$ cat config.mk
export PLATFORM = sky130hd
export DESIGN_NAME = imem_load_ctrl_flat
export DESIGN_NICKNAME = d
export VERILOG_FILES = /design/src/rtl/imem_load_ctrl_if.sv /design/src/rtl/imem_load_ctrl.sv /design/src/flat_wrapper.sv
export SDC_FILE = /design/constraint.sdc
export NUM_CORES = 1
export LEC_CHECK = 0
export ABC_AREA = 1
export CORE_MARGIN = 2
export CORE_UTILIZATION = 33
export CTS_CLUSTER_DIAMETER = 100
export DETAILED_ROUTE_END_ITERATION = 8
export DONT_BUFFER_PORTS = 1
export HOLD_SLACK_MARGIN = 0.05
export PLACE_DENSITY = 0.59
export SLEW_MARGIN = 20
export SYNTH_ARGS = -nofsm -noshare
export SYNTH_HDL_FRONTEND = slang
export SYNTH_SLANG_ARGS = --single-unit
$ cat constraint.sdc
create_clock -name clk -period 2 [get_ports clk]
set_input_delay 0.6 -clock clk [delete_from_list [all_inputs] [get_ports clk]]
set_output_delay 0.6 -clock clk [all_outputs]
set_load 0.02 [all_outputs]
$ cat src/rtl/imem_load_ctrl_if.sv
// Host-to-controller instruction word stream (valid/ready with burst-end marker).
interface imem_load_ctrl_if #(
    parameter int unsigned ADDR_W = 11,
    parameter int unsigned DATA_W = 32
);
    logic              s_valid;
    logic              s_ready;
    logic [ADDR_W-1:0] s_addr;
    logic [DATA_W-1:0] s_data;
    logic              s_last;

    modport master (output s_valid, s_addr, s_data, s_last, input s_ready);
    modport slave  (input s_valid, s_addr, s_data, s_last, output s_ready);
endinterface

$ cat src/rtl/imem_load_ctrl.sv
// Instruction-memory loader and CPU run/halt sequencer for top_level.
// Optional feature macro IMEM_LOAD_CHECKSUM_EN adds a per-burst XOR checksum output.
module imem_load_ctrl #(
    parameter int unsigned ADDR_W       = 11,
    parameter int unsigned DATA_W       = 32,
    parameter int unsigned RUN_CNT_W    = 16,
    parameter int unsigned DRAIN_CYCLES = 4
) (
    input  logic                 clk,
    input  logic                 resetn,
    imem_load_ctrl_if.slave      s,
    input  logic                 run_req,
    input  logic [RUN_CNT_W-1:0] run_cycles,
    input  logic                 halt_req,
    output logic                 cpu_en,
    output logic                 w_enable,
    output logic [ADDR_W-1:0]    w_adrs,
    output logic [DATA_W-1:0]    w_instruction,
    output logic                 busy,
    output logic                 done,
    output logic [ADDR_W:0]      words_loaded
`ifdef IMEM_LOAD_CHECKSUM_EN
    ,
    output logic [DATA_W-1:0]    checksum
`endif
);

    localparam int unsigned DRAIN_W = (DRAIN_CYCLES > 1) ? $clog2(DRAIN_CYCLES) : 1;
    localparam logic [DRAIN_W-1:0] DRAIN_LOAD = DRAIN_W'(DRAIN_CYCLES - 1);
    localparam logic [ADDR_W:0]    WORDS_MAX  = {1'b1, {ADDR_W{1'b0}}};

    typedef enum logic [1:0] {IDLE, LOAD, RUN, DRAIN} state_e;

    state_e               state_q, state_d;
    logic [RUN_CNT_W-1:0] run_cnt_q, run_cnt_d;
    logic [DRAIN_W-1:0]   drain_cnt_q, drain_cnt_d;
    logic [ADDR_W:0]      words_q, words_d;
    logic [ADDR_W-1:0]    w_adrs_q, w_adrs_d;
    logic [DATA_W-1:0]    w_instr_q, w_instr_d;
    logic                 w_en_q, w_en_d;
    logic                 cpu_en_q, cpu_en_d;
    logic                 done_q, done_d;
    logic                 busy_q, busy_d;
    logic                 s_ready_q, s_ready_d;
    logic                 hs;

    assign hs = s.s_valid & s_ready_q;

    // Next-state and registered-output logic
    always_comb begin
        state_d     = state_q;
        run_cnt_d   = run_cnt_q;
        drain_cnt_d = drain_cnt_q;
        words_d     = words_q;
        w_adrs_d    = w_adrs_q;
        w_instr_d   = w_instr_q;
        w_en_d      = 1'b0;
        cpu_en_d    = 1'b0;
        done_d      = 1'b0;

        case (state_q)
            IDLE: begin
                if (hs) begin
                    words_d   = (ADDR_W+1)'(1);
                    w_en_d    = 1'b1;
                    w_adrs_d  = s.s_addr;
                    w_instr_d = s.s_data;
                    if (!s.s_last) state_d = LOAD;
                end else if (run_req) begin
                    run_cnt_d = run_cycles;
                    cpu_en_d  = 1'b1;
                    state_d   = RUN;
                end
            end
            LOAD: begin
                if (hs) begin
                    if (words_q != WORDS_MAX) words_d = words_q + (ADDR_W+1)'(1);
                    w_en_d    = 1'b1;
                    w_adrs_d  = s.s_addr;
                    w_instr_d = s.s_data;
                    if (s.s_last) state_d = IDLE;
                end
            end
            RUN: begin
                // A zero budget never reaches 1, so it runs until halted
                if (halt_req || run_cnt_q == RUN_CNT_W'(1)) begin
                    drain_cnt_d = DRAIN_LOAD;
                    state_d     = DRAIN;
                end else begin
                    cpu_en_d = 1'b1;
                    if (run_cnt_q != '0) run_cnt_d = run_cnt_q - RUN_CNT_W'(1);
                end
            end
            DRAIN: begin
                if (drain_cnt_q == '0) begin
                    done_d  = 1'b1;
                    state_d = IDLE;
                end else begin
                    drain_cnt_d = drain_cnt_q - DRAIN_W'(1);
                end
            end
            default: state_d = IDLE;
        endcase

        s_ready_d = (state_d == IDLE) || (state_d == LOAD);
        busy_d    = (state_d != IDLE);
    end

    always_ff @(posedge clk) begin
        if (resetn) begin
            state_q     <= IDLE;
            run_cnt_q   <= '0;
            drain_cnt_q <= '0;
            words_q     <= '0;
            w_adrs_q    <= '0;
            w_instr_q   <= '0;
            w_en_q      <= 1'b0;
            cpu_en_q    <= 1'b0;
            done_q      <= 1'b0;
            busy_q      <= 1'b0;
            s_ready_q   <= 1'b0;
        end else begin
            state_q     <= state_d;
            run_cnt_q   <= run_cnt_d;
            drain_cnt_q <= drain_cnt_d;
            words_q     <= words_d;
            w_adrs_q    <= w_adrs_d;
            w_instr_q   <= w_instr_d;
            w_en_q      <= w_en_d;
            cpu_en_q    <= cpu_en_d;
            done_q      <= done_d;
            busy_q      <= busy_d;
            s_ready_q   <= s_ready_d;
        end
    end

`ifdef IMEM_LOAD_CHECKSUM_EN
    logic [DATA_W-1:0] chk_q, chk_d;

    // First word of a burst (accepted in IDLE) restarts the running XOR
    always_comb begin
        chk_d = chk_q;
        if (hs) chk_d = (state_q == IDLE) ? s.s_data : (chk_q ^ s.s_data);
    end

    always_ff @(posedge clk) begin
        if (resetn) chk_q <= '0;
        else        chk_q <= chk_d;
    end

    assign checksum = chk_q;
`endif

    assign s.s_ready     = s_ready_q;
    assign cpu_en        = cpu_en_q;
    assign w_enable      = w_en_q;
    assign w_adrs        = w_adrs_q;
    assign w_instruction = w_instr_q;
    assign busy          = busy_q;
    assign done          = done_q;
    assign words_loaded  = words_q;

endmodule
$ cat src/flat_wrapper.sv
// flat-port wrapper written by rule: the top's interface ports become plain ports
module imem_load_ctrl_flat 
#(
    parameter int unsigned ADDR_W       = 11,
    parameter int unsigned DATA_W       = 32,
    parameter int unsigned RUN_CNT_W    = 16,
    parameter int unsigned DRAIN_CYCLES = 4
)
  (clk, resetn, run_req, run_cycles, halt_req, cpu_en, w_enable, w_adrs, w_instruction, busy, done, words_loaded, s_s_valid, s_s_addr, s_s_data, s_s_last, s_s_ready);
  imem_load_ctrl_if #(.ADDR_W(ADDR_W), .DATA_W(DATA_W)) s_i ();
  input  logic clk;
  input  logic resetn;
  input  logic run_req;
  input  logic [RUN_CNT_W-1:0] run_cycles;
  input  logic halt_req;
  output logic cpu_en;
  output logic w_enable;
  output logic [ADDR_W-1:0] w_adrs;
  output logic [DATA_W-1:0] w_instruction;
  output logic busy;
  output logic done;
  output logic [ADDR_W:0] words_loaded;
  input wire logic [$bits(s_i.s_valid)-1:0] s_s_valid;
  input wire logic [$bits(s_i.s_addr)-1:0] s_s_addr;
  input wire logic [$bits(s_i.s_data)-1:0] s_s_data;
  input wire logic [$bits(s_i.s_last)-1:0] s_s_last;
  output wire logic [$bits(s_i.s_ready)-1:0] s_s_ready;
  assign s_i.s_valid = s_s_valid;
  assign s_i.s_addr = s_s_addr;
  assign s_i.s_data = s_s_data;
  assign s_i.s_last = s_s_last;
  assign s_s_ready = s_i.s_ready;
  imem_load_ctrl #(.ADDR_W(ADDR_W), .DATA_W(DATA_W), .RUN_CNT_W(RUN_CNT_W), .DRAIN_CYCLES(DRAIN_CYCLES)) u_core (.clk(clk), .resetn(resetn), .s(s_i), .run_req(run_req), .run_cycles(run_cycles), .halt_req(halt_req), .cpu_en(cpu_en), .w_enable(w_enable), .w_adrs(w_adrs), .w_instruction(w_instruction), .busy(busy), .done(done), .words_loaded(words_loaded));
endmodule
==> results of run 1 <==
## sequential cells by signal (all words and copies together), names as in the netlist
signal / count
u_core.w_instruction: 32
u_core.state_q: 2
u_core.cpu_en: 1
u_core.run_cnt_q: 16
u_core.words_loaded: 12
u_core.drain_cnt_q: 2
u_core.done: 1
u_core.busy: 1
u_core.w_enable: 1
u_core.w_adrs: 11
u_core.s.s_ready: 1
## power breakdown
part / leakage, nW / internal [mW] / total, mW / switching [mW]
clock: 0.143 / 0.974 / 1.64 / 0.662
combinational: 1.17 / 0.346 / 1.04 / 0.693
sequential: 0.654 / 1.78 / 2.05 / 0.275
## routing by layer
layer	part of all wire	vias to the layer above	wire length, um	global-route usage
li1	-	1794	-	-
met1	0.45	1549	4310	0.203
met2	0.44	154	4250	0.253
met3	0.096	11	925	0.0563
met4	0.015	0	147	0.0550
met5	0	-	0	0
## worst paths after layout
check | slack [ns] | start | to
min reg2reg | 0.47 | u_core.words_loaded[2]$_SDFFE_PP0P_ | u_core.words_loaded[2]$_SDFFE_PP0P_
max | 0.38 | u_core.words_loaded[0]$_SDFFE_PP0P_ | u_core.words_loaded[0]$_SDFFE_PP0P_
max reg2reg | 0.38 | u_core.words_loaded[0]$_SDFFE_PP0P_ | u_core.words_loaded[0]$_SDFFE_PP0P_
min | 0.33 | resetn | u_core.run_cnt_q[6]$_SDFFE_PP0P_
## logic make-up (layout without fill, tap and decap cells)
| kind of cell | Yosys count | count (layout) | synth area share |
|---|---|---|---|
| compound gates | 84 | 84 | 0.120 |
| simple gates | 321 | 321 | 0.344 |
| fa+ha+maj | 6 | 6 | 0.0200 |
| buf+inv | 74 | 82 | 0.0776 |
| flops | 80 | 80 | 0.427 |
| xor+xnor | 5 | 5 | 0.0117 |
## placed cells by master (no fill, tap or decap), types with 2 or more instances in the layout
cell type,instances
nor2_1,152
nand2_1,123
dfxtp_1,80
o21ai_0,57
inv_1,47
nand3_1,22
buf_4,16
a21oi_1,15
clkbuf_16,9
nor3_1,7
nand4_1,7
a21oi_2,6
ha_1,6
xor2_1,4
inv_2,3
nor2_2,2
o21bai_1,2
o21ai_1,2
nand2_2,2
clkinv_4,2
## stage by stage
step           cell area (um2)  hold WS [ns]  total power, mW   util  cells
2_1_floorplan             3750         0.437             2.88      -    570
3_3_place_gp              3950         0.447             3.10  0.360    702
3_5_place_dp              3950         0.468             3.13  0.360    702
4_1_cts                   4250         0.314             4.79  0.387    718
5_1_grt                   4250         0.309             5.05  0.387    718
6_report                  4250         0.326             4.73  0.387    718
## final cells by class
cell class / count / share of cell area
well taps: 140 / 0.0412
clock buffers: 10 / 0.0539
inverters: 50 / 0.0442
repair buffers: 16 / 0.0283
clock inverters: 6 / 0.0162
flip-flops and latches: 80 / 0.377
multi-input cells: 416 / 0.439
==> flow_summary.toml, run 1 <==
[timing]
slew_violations = 0
period_needed_ns = 1.62
fin_setup_tns_ns = 0
setup_slack_ns = 0.376
hold_viol = 0
rsz0062_at_grt = "no"
setup_viol = 0
max_freq_mhz = 616
final.setup_skew_ns = 0.00812
worst_pin_slew_ns = 0.739
slew_headroom = 0.506
finalCritPeriodShare = 0.812

[yosys]
yosysTopAreaCellShare = 0.427
synth.area.top_cells = "dfxtp_1, nor2_1, nand2_1"
synth_nets = 641
synth.most_common_cell = "nor2_1"
async_reset_ff_frac = 0
avgSynthCellArea_um2 = 6.59
syn_area_um2 = 3750
yosysTopAreaCell = "dfxtp_1"
seq_area_frac_synth = 0.427
postSynthCellCount = 570
synth_common_cells = "nor2_1, nand2_1, dfxtp_1"
synth-edff-count = 0
synth_cell_types = 29
ys.flop_type = "dfxtp_1"
synth-seq-cells = 80
synth_warnings = 0

[worst_hold_path]
hold_path_class = "primary input to register"
holdPathStages = 1

[clocking]
hold_buffers = 0
cts_tree = "done"
path_clk_slew_ns = 0.06
cts_setup_buffers = 0
clkLatencyLatePin_ns = 0.33
cts_htree_levels = 3
cts_made_buffers = 9
cts_resized = 0
clock_sinks = 80
cts-root-buf = "clkbuf_16"
cts_buffer_depth = 2

[cells_and_area]
fill_cells = 1155
seqCellArea_um2 = 1600
num_antenna_cells = 0
multiInputGateArea_um2 = 1860
finalNetCount = 644
syn2layout_area_growth_pct = 13.1
drive_gt1_frac = 0.0813

[worst_setup_path]
arrival_ns = 1.84
start_kind = "register"
rr_worst_depth = 9
path_buf_inv = 2
cp_cell_sequence = "inv_1 > ha_1 > nand2_1 > nor3_1 > nand4_1 > nand2_1 > inv_1 > o21ai_0 > nor2_1"
worst-path-stages = 9
path_delay_family = "simple AND/OR/NAND/NOR gates"
cp_max_fo = 8
crit_type = "register to register"
required_ns = 2.22
crit_path_top_delay_cell = "dfxtp_1"
slowest_delay_ns = 0.31
cp-end-kind = "register"

[status]
status = "completed"

[floorplanning]
start_util = 0.342
row_count = 38
num_io_pins = 125
die_w_um = 111
die_h_um = 111
die_area_um2 = 12200
core_um2 = 11000

[place]
io_buffers = 0
pre_cts_ws_ns = 0.232
place_congestion = 0.844
hpwl_um = 6770

[global_routing]
grt_max_degree = 45
grt_pass1_vias = 3312
grt_overflow = 0
grt_pass1_wl_um = 16000
grt_use_total = 0.160
antenna_found_initial = 0

[power_and_ir_drop]
leakage_nw = 1.97
peakVddDrop_uv = 406
power_density_nw_per_um2 = 1110

[detailed_routing]
drt_iter0_markers = 150
num_vias = 3508
drt-total-wl_um = 9630
ant_nets = 0
drt-pass1-iter-count = 5
viasPerCell = 4.89
wl_per_cell_um = 13.4
drcViolationCount = 0

[job]
maxCapViolCount = 0
No activity file was read; power rests on OpenSTA's default activity.
==> inputs of run 2 (changes only) <==
==> constraint.sdc (replaced) <==
create_clock -name clk -period 1.55 [get_ports clk]
set_input_delay 0.465 -clock clk [delete_from_list [all_inputs] [get_ports clk]]
set_output_delay 0.465 -clock clk [all_outputs]
set_load 0.02 [all_outputs]
==> run 2 against run 1 <==
Effect of this change: cell count rose by 3.5%; sequential power grew 29%; power is 40% higher; clock skew shrank 0.0014 ns; non-clock buffer count is 24 higher; critical path type unchanged; largest cell class unchanged.
==> flow_summary.toml, run 2 (synthesized netlist as in run 1, its figures left out) <==
[status]
status = "completed"

[clocking]
cts_tree = "done"
cts-root-buf = "clkbuf_16"
cts_buffer_depth = 2
hold_buffers = 0
cts_htree_levels = 3
clock_sinks = 80
cts_made_buffers = 9
clkLatencyLatePin_ns = 0.34
path_clk_slew_ns = 0.06

[timing]
max_freq_mhz = 659
finalCritPeriodShare = 0.979
period_needed_ns = 1.52
final.setup_skew_ns = 0.00672
setup_viol = 0
worst_pin_slew_ns = 0.370
fin_setup_tns_ns = 0
holdWs_ns = 0.183
rsz0062_at_grt = "yes"
slew_violations = 0
hold_viol = 0
slew_headroom = 0.753

[worst_setup_path]
cp-end-kind = "register"
r2r_start = "u_core.words_loaded[0]$_SDFFE_PP0P_"
rr_worst_depth = 10
cp_max_fo = 6
crit_type = "register to register"
arrival_ns = 1.75
timing.rr.end = "u_core.words_loaded[8]$_SDFFE_PP0P_"
start_kind = "register"
r2r_setup_slack_ns = 0.03
required_ns = 1.79

[place]
hpwl_um = 7060
place_congestion = 0.847
io_buffers = 0

[floorplanning]
start_util = 0.342
num_io_pins = 125
row_count = 38
core_um2 = 11000
die_area_um2 = 12200
die_w_um = 111
die_h_um = 111

[power_and_ir_drop]
power_mw = 6.61
leakage_nw = 2.14
peakVddDrop_uv = 654
power_density_nw_per_um2 = 1400

[worst_hold_path]
worstHoldEndpoint = "u_core.run_cnt_q[3]$_SDFFE_PP0P_"
hp-start = "resetn"
hold_path_class = "primary input to register"
holdPathStages = 1

[detailed_routing]
drt-total-wl_um = 10300
drt_iter0_markers = 161
num_vias = 3634
ant_nets = 0
viasPerCell = 4.89
wl_per_cell_um = 13.9
drt-pass1-iter-count = 5
drcViolationCount = 0

[cells_and_area]
num_antenna_cells = 0
syn2layout_area_growth_pct = 25.5
final_common_cell = "nor2_1"
drive_gt1_frac = 0.201
fill_cells = 1100
final_cell_mix = "nor2_1, nand2_1, dfxtp_1"
largest_register_ffs = 32
finalNetCount = 669

[global_routing]
grt_pass1_wl_um = 16400
antenna_found_initial = 0
grt_pass1_vias = 3506
grt_max_degree = 45
grt_use_total = 0.165
grt_overflow = 0

[job]
maxCapViolCount = 0
[run 2: metrics by stage]
step	instances	setup slack, ns	cell area [um2]	utilization
after floorplan	570	0.0222	3750	-
after global placement	723	0.0206	4170	0.380
after detailed placement	723	-0.0135	4170	0.380
after CTS	739	0.00930	4480	0.408
after global routing	743	-0.0532	4710	0.429
final	743	0.0329	4710	0.429
[run 2: worst max-delay path by stage]
| stage | end | from | slack, ns |
|---|---|---|---|
| 2_1_floorplan | u_core.words_loaded[8]$_SDFFE_PP0P_ | u_core.words_loaded[0]$_SDFFE_PP0P_ | 0.02 |
| 3_3_place_gp | u_core.run_cnt_q[0]$_SDFFE_PP0P_ | s_s_valid | 0.02 |
| 3_5_place_dp | u_core.run_cnt_q[7]$_SDFFE_PP0P_ | u_core.run_cnt_q[0]$_SDFFE_PP0P_ | -0.01 |
| 4_1_cts | u_core.run_cnt_q[3]$_SDFFE_PP0P_ | u_core.run_cnt_q[0]$_SDFFE_PP0P_ | 0.009 |
| 5_1_grt | u_core.words_loaded[8]$_SDFFE_PP0P_ | u_core.words_loaded[1]$_SDFFE_PP0P_ | -0.05 |
| 6_report | u_core.words_loaded[8]$_SDFFE_PP0P_ | u_core.words_loaded[0]$_SDFFE_PP0P_ | 0.03 |
[run 2: cell type report]
type,count,area (um2),share of cell area
multi-input cells,417,2050,0.435
inverters,50,190,0.0404
repair buffers,40,378,0.0802
clock inverters,4,52.6,0.0112
flip-flops and latches,80,1610,0.342
clock buffers,12,256,0.0544
well taps,140,175,0.0372
[run 2: worst max-delay path: stages (launching register included)]
cell	delay, ns
dfxtp_2	0.33
inv_2	0.05
ha_2	0.15
nand2_1	0.04
nor3_1	0.16
nand4_1	0.17
nand2_2	0.16
buf_6	0.15
nor2_4	0.04
a21oi_2	0.09
nor2_1	0.05
[run 2: repair_timing]
action                                  in CTS  in global routing
gates cloned                                 0                  3
pin swaps                                    0                 14
buffers inserted                             0                  1
endpoints found under the setup margin       4                 27
resized for setup                            2                 67
[run 2: power breakdown]
part	switching [mW]	leakage [nW]	total, mW	internal [mW]
logic	1.10	1.34	1.79	0.690
registers	0.349	0.657	2.65	2.30
clock network	0.845	0.141	2.18	1.34
[run 2: per-layer routing]
layer	global-route usage	part of all wire	up-vias
li1	-	-	1851
met1	0.204	0.45	1636
met2	0.262	0.45	134
met3	0.0498	0.079	13
met4	0.0767	0.019	0
met5	0	0	-
